===== src/rtl/seg_scan_mux.sv =====
// seg_scan_mux: time-multiplexed seven-segment driver with per-digit blanking,
// decimal points, 16-level PWM brightness, leading-zero suppression and
// double-buffered updates that take effect only at frame boundaries.
module seg_scan_mux #(
   parameter int DIGITS         = 4,
   parameter int SCAN_DIV       = 50000,
   parameter int ACTIVE_LOW_SEG = 1,
   parameter int ACTIVE_LOW_SEL = 1
) (
   input  logic                  clk_50MHz,
   input  logic                  rst,
   input  logic                  load,
   input  logic [4*DIGITS-1:0]   value,
   input  logic [DIGITS-1:0]     dp,
   input  logic [DIGITS-1:0]     blank,
   input  logic [3:0]            bright,
   input  logic                  lzs,
   output logic [DIGITS-1:0]     ds,
   output logic [7:0]            seg,
   output logic                  frame_done
);

   localparam int STEP_N = SCAN_DIV / 16;
   localparam int STEP_W = (STEP_N > 1) ? $clog2(STEP_N) : 1;
   localparam int IDX_W  = (DIGITS > 1) ? $clog2(DIGITS) : 1;
   localparam logic [STEP_W-1:0] STEP_MAX = STEP_W'(STEP_N - 1);
   localparam logic [IDX_W-1:0]  IDX_MAX  = IDX_W'(DIGITS - 1);
   localparam logic [7:0]        SEG_OFF  = (ACTIVE_LOW_SEG != 0) ? 8'hFF : 8'h00;
   localparam logic [DIGITS-1:0] SEL_OFF  = {DIGITS{ACTIVE_LOW_SEL != 0}};

   logic [STEP_W-1:0]   step;
   logic [3:0]          phase;
   logic [IDX_W-1:0]    idx;
   logic                step_tc, slot_end, frame_wrap;

   // pending (CPU-written) and active (displayed) register sets
   logic [4*DIGITS-1:0] pnd_value, act_value;
   logic [DIGITS-1:0]   pnd_dp, act_dp, pnd_blank, act_blank;
   logic [3:0]          pnd_bright, act_bright;
   logic                pnd_lzs, act_lzs, pend_v;

   logic [DIGITS-1:0]   supp;
   logic                zero_above;
   logic                lit;
   logic [3:0]          nib;
   logic                wrap_d;

   // hex font, gfedcba
   function automatic logic [6:0] font(input logic [3:0] n);
      case (n)
         4'h0: font = 7'h3F;  4'h1: font = 7'h06;  4'h2: font = 7'h5B;  4'h3: font = 7'h4F;
         4'h4: font = 7'h66;  4'h5: font = 7'h6D;  4'h6: font = 7'h7D;  4'h7: font = 7'h07;
         4'h8: font = 7'h7F;  4'h9: font = 7'h6F;  4'hA: font = 7'h77;  4'hB: font = 7'h7C;
         4'hC: font = 7'h39;  4'hD: font = 7'h5E;  4'hE: font = 7'h79;  default: font = 7'h71;
      endcase
   endfunction

   assign step_tc    = (step == STEP_MAX);
   assign slot_end   = step_tc && (phase == 4'hF);
   assign frame_wrap = slot_end && (idx == IDX_MAX);

   // prescaler, PWM phase and digit index
   always_ff @(posedge clk_50MHz or posedge rst) begin
      if (rst) begin
         step  <= '0;
         phase <= '0;
         idx   <= '0;
      end else begin
         step <= step_tc ? '0 : step + 1'b1;
         if (step_tc) phase <= phase + 1'b1;
         if (slot_end) idx <= (idx == IDX_MAX) ? '0 : idx + 1'b1;
      end
   end

   // pending buffer: last load wins; flag cleared whenever a frame commits
   always_ff @(posedge clk_50MHz or posedge rst) begin
      if (rst) begin
         pnd_value  <= '0;
         pnd_dp     <= '0;
         pnd_blank  <= '1;
         pnd_bright <= '0;
         pnd_lzs    <= 1'b0;
         pend_v     <= 1'b0;
      end else begin
         if (load) begin
            pnd_value  <= value;
            pnd_dp     <= dp;
            pnd_blank  <= blank;
            pnd_bright <= bright;
            pnd_lzs    <= lzs;
         end
         if (frame_wrap)  pend_v <= 1'b0;
         else if (load)   pend_v <= 1'b1;
      end
   end

   // active set: updated only at frame wrap; a load on that very cycle bypasses pending
   always_ff @(posedge clk_50MHz or posedge rst) begin
      if (rst) begin
         act_value  <= '0;
         act_dp     <= '0;
         act_blank  <= '1;
         act_bright <= '0;
         act_lzs    <= 1'b0;
      end else if (frame_wrap && load) begin
         act_value  <= value;
         act_dp     <= dp;
         act_blank  <= blank;
         act_bright <= bright;
         act_lzs    <= lzs;
      end else if (frame_wrap && pend_v) begin
         act_value  <= pnd_value;
         act_dp     <= pnd_dp;
         act_blank  <= pnd_blank;
         act_bright <= pnd_bright;
         act_lzs    <= pnd_lzs;
      end
   end

   // leading-zero suppression: digit i>=1 dark when it and all higher nibbles are zero
   always_comb begin
      supp       = '0;
      zero_above = 1'b1;
      for (int i = DIGITS - 1; i >= 1; i--) begin
         zero_above = zero_above && (act_value[4*i +: 4] == 4'h0);
         supp[i]    = act_lzs && zero_above;
      end
   end

   // current digit lit decision; phase 15 never passes the brightness compare
   always_comb begin
      nib = act_value[4*idx +: 4];
      lit = !act_blank[idx] && !supp[idx] && (phase < act_bright);
   end

   // registered pins; frame_done delayed to line up with digit 0's first output
   always_ff @(posedge clk_50MHz or posedge rst) begin
      if (rst) begin
         ds         <= SEL_OFF;
         seg        <= SEG_OFF;
         wrap_d     <= 1'b0;
         frame_done <= 1'b0;
      end else begin
         ds         <= lit ? ((DIGITS'(1) << idx) ^ SEL_OFF) : SEL_OFF;
         seg        <= lit ? ({act_dp[idx], font(nib)} ^ SEG_OFF) : SEG_OFF;
         wrap_d     <= frame_wrap;
         frame_done <= wrap_d;
      end
   end

endmodule


===== config.mk =====
export PLATFORM = sky130hd
export DESIGN_NAME = seg_scan_mux
export DESIGN_NICKNAME = d
export VERILOG_FILES = /design/src/rtl/seg_scan_mux.sv
export SDC_FILE = /design/constraint.sdc
export NUM_CORES = 1
export LEC_CHECK = 0
export ABC_CLOCK_PERIOD_IN_PS = 3800
export BUFFER_PORTS_ARGS = -buffer_cell sky130_fd_sc_hd__buf_2
export CAP_MARGIN = 20
export CORE_ASPECT_RATIO = 0.9
export CORE_MARGIN = 2
export CORE_UTILIZATION = 40
export CTS_CLUSTER_DIAMETER = 30
export DETAILED_ROUTE_END_ITERATION = 8
export REMOVE_ABC_BUFFERS = 1
export SLEW_MARGIN = 20
export SYNTH_ARGS = -nofsm -noshare
export SYNTH_HDL_FRONTEND = slang
export SYNTH_SLANG_ARGS = --single-unit

===== constraint.sdc =====
create_clock -name clk_50MHz -period 3.8 [get_ports clk_50MHz]
set_input_delay 0.19 -clock clk_50MHz [delete_from_list [all_inputs] [get_ports clk_50MHz]]
set_output_delay 0.19 -clock clk_50MHz [all_outputs]
set_load 0.02 [all_outputs]

==> flow_summary_export.csv <==
group,metric,value,unit
run_status,status,"finished, final reports clean",
placed_design,detailedPlace.worstSlack,1.14,ns
detailed_routing,drcViolationCount,0,
clock_network,cts_tree,"done",
clock_network,cts-resized-gates,0,
critical_path,crit_arrival,2.88,ns
floorplanning,die_w,119,µm
sta,rsz0062_at_grt,"false",
clock_network,cts_buffers,9,
sta,fin_crit,2.65,ns
pwr,p_int,1.64,mW
clock_network,clockRootBuffer,"clkbuf_16",
critical_path,crit_path_max_incr_delay,0.66,ns
global_routing,antenna_found_initial,0,
sta,hold-worst-slack,0.0861,ns
critical_path,crit_path_end_kind,"register",
critical_path,crit_path_max_fanout,35,
sta,fin_ws,1.15,ns
placed_design,dp_hpwl,6460,µm
floorplanning,dieHeight,107,µm
floorplanning,initial_core_util,41.3,%
detailed_routing,num_vias,3286,
floorplanning,pin_count,45,
synth,synth.most_common_cell,"dfrtp_1",
hold_path,hp-class,"primary input to register",
sta,setup_violations,0,
placed_design,globalplace.congestion,0.746,
pwr,power_density,384,nW/µm²
layout,num_antenna_cells,0,
layout,drive_gt1_share,26.8,%
clock_network,cts.sinks,91,
floorplanning,core.rowCount,37,
layout,fin_nets,517,
synth,yosys_warnings,0,
critical_path,cp_slowest_cell,"dfrtp_1",
synth,ys_ff_latch,91,
detailed_routing,ant_nets,0,
sta,period_share,69.8,%
global_routing,grtUsageTotal,16.2,%
sta,slew_headroom,33.6,%
global_routing,grt_pass1_wl,16400,µm
placed_design,portBuffers,44,
detailed_routing,dr.first_iter.drc_count,230,
synth,ys.flop_type,"dfrtp_1",
critical_path,worstSetupPathType,"register to register",
global_routing,grt_pass1_vias,3226,
sta,tns,0,ns
job,max_cap_viol_count,0,
synth,async_reset_ff_share,100,%
pwr,peakVddDrop,0.000222,V
pwr,p_leak,2.32,nW
critical_path,cp_top_family,"simple AND/OR/NAND/NOR gates",
pwr,power_frac_comb,5.3,%
clock_network,h-tree-depth,3,
pwr,seq_power_share,48.7,%
critical_path,cp_cell_sequence,"ha_1 > nand4_1 > nor4_4 > buf_4 > a31oi_1 > o221a_1",
sta,worst_pin_slew,0.991,ns
sta,drv_slew,0,
layout,seq_area,2300,µm²
synth,syn_area_per_cell,10.9,µm²
synth,ys_top_cells_by_area,"dfrtp_1 37%, dfstp_2 11%, mux2_2 5.5%",
synth,synth_area_leader_cell,"dfrtp_1",
synth,synth_seq_area_share,48.6,%
clock_network,clockBufferDepth,2,
pwr,clockPowerShare,46.1,%
pwr,swShare,21.2,%
synth,synth_top_area_share,37.5,%
detailed_routing,first_pass_iters,4,
layout,area_delta_synth_final,14.4,%
synth,synth_edf_count,0,
clock_network,clkTransAtPathRegs,0.07,ns
critical_path,start_kind,"register",
global_routing,overflow,0,
global_routing,grt_max_degree,52,
layout,fillers,1074,
synth,synth_commonest_cells,"71 x dfrtp_1, 23 x inv_1, 23 x mux2_2, 23 x nor2_1",
synth,synthCells,434,
critical_path,cp.required,4.03,ns
detailed_routing,routed_wl,9610,µm
detailed_routing,viasPerCell,5.22,
floorplanning,dieArea,12700,µm²
synth,synth_area,4740,µm²
layout,multi_input_area,2220,µm²
pwr,power.switching,0.442,mW
detailed_routing,wl_per_cell,15.3,µm
sta,fin_skew,0.0113,ns
clock_network,insertion_delay,0.34,ns
sta,fmax,377,MHz
sta,hold_violations,0,
critical_path,path_buf_inv,1,
floorplanning,core_region_area,11500,µm²
synth,synthDistinctLibCells,45,
[routing by layer]
layer	vias up	wire [µm]	track usage (%)
li1	1607	-	-
met1	1614	4920	23.4
met2	57	4200	24.2
met3	8	359	3.65
met4	0	123	5.36
met5	-	0	0
[tightest hold or removal path, stage by stage]
cell and delay, ns:
buf_2 0.11, nand2_1 0.05, o21ai_0 0.07
[registers in the layout, summed over array words and instances (netlist names)]
register / flops
act_value: 16
phase: 4
wrap_d: 1
pnd_lzs: 1
frame_done: 1
act_blank: 4
pnd_value: 16
pnd_dp: 4
pend_v: 1
act_lzs: 1
seg: 8
act_bright: 4
act_dp: 4
pnd_bright: 4
pnd_blank: 4
idx: 2
step: 12
ds: 4
[cell families (layout without fill, tap and decap cells)]
family                   Yosys count  in the layout  synth area share [%]
AO/OA/AOI/OAI                     81             81                  12.2
flip-flops                        91             91                  48.6
buffers and inverters             53             93                  4.49
AND/OR/NAND/NOR                  131            131                  15.6
XOR/XNOR                          13             13                  2.40
adder cells (fa/ha/maj)           16             16                  4.22
multiplexers                      49             49                  12.5
[layout by cell type, fill, tap and decap left out, types with 12 or more instances in the layout]
cell        n
o21ai_0    13
inv_1      22
nand3_1    14
nor2_1     23
buf_2      44
a31oi_1    12
dfrtp_1    71
a21oi_1    20
dfstp_2    20
nand2b_1   19
o2bb2ai_1  18
mux2_2     23
nand2_1    17
nor2b_1    19
mux2i_1    20
ha_1       16
[area by class of cell]
class                           instances  area share, %
Tap cell                              156           3.60
Clock buffer                           11           4.48
Inverter                               24           1.68
Multi-Input combinational cell        290           41.0
Clock inverter                          5           1.43
Sequential cell                        91           42.5
Timing Repair Buffer                   53           5.35
[final timing paths]
| kind | from | end | slack [ns] | cells past startpoint |
|---|---|---|---|---|
| setup / recovery | idx[0] | act_value[2] | 1.15 | 6 |
| hold / removal | blank[1] | pnd_blank[1] | 0.09 | 3 |
| setup reg to reg | idx[0] | act_value[2] | 1.15 | 6 |
| hold reg to reg | wrap_d | frame_done | 0.36 | 0 |
| max in group asynchronous | rst | seg[3] | 2.54 | 4 |
| min in group asynchronous | rst | act_value[3] | 0.38 | 3 |
[repair_timing]
item,CTS,global route
hold buffers,1,0
endpoints found under the hold margin,16,0
buffers inserted,0,0
endpoints found under the setup margin,0,0
[per-stage QoR]
step,cells,power [mW],utilization [%],cell area (µm²)
after floorplan,405,1.09,-,4620
after global placement,613,1.14,44.4,5090
after detailed placement,613,1.14,44.4,5090
after CTS,630,2.11,47.2,5420
after global routing,630,2.17,47.2,5420
final,630,2.08,47.2,5420
[power groups by stage]
stage / registers [mW] / logic [mW] / clock network [mW]
CTS: 1.01 / 0.113 / 0.983
global route: 1.02 / 0.127 / 1.02
global placement: 1.03 / 0.109 / 0
floorplan: 1.03 / 0.0639 / 0
finish: 1.01 / 0.110 / 0.959
detailed placement: 1.03 / 0.112 / 0
Power figures use the tool's default switching activity.
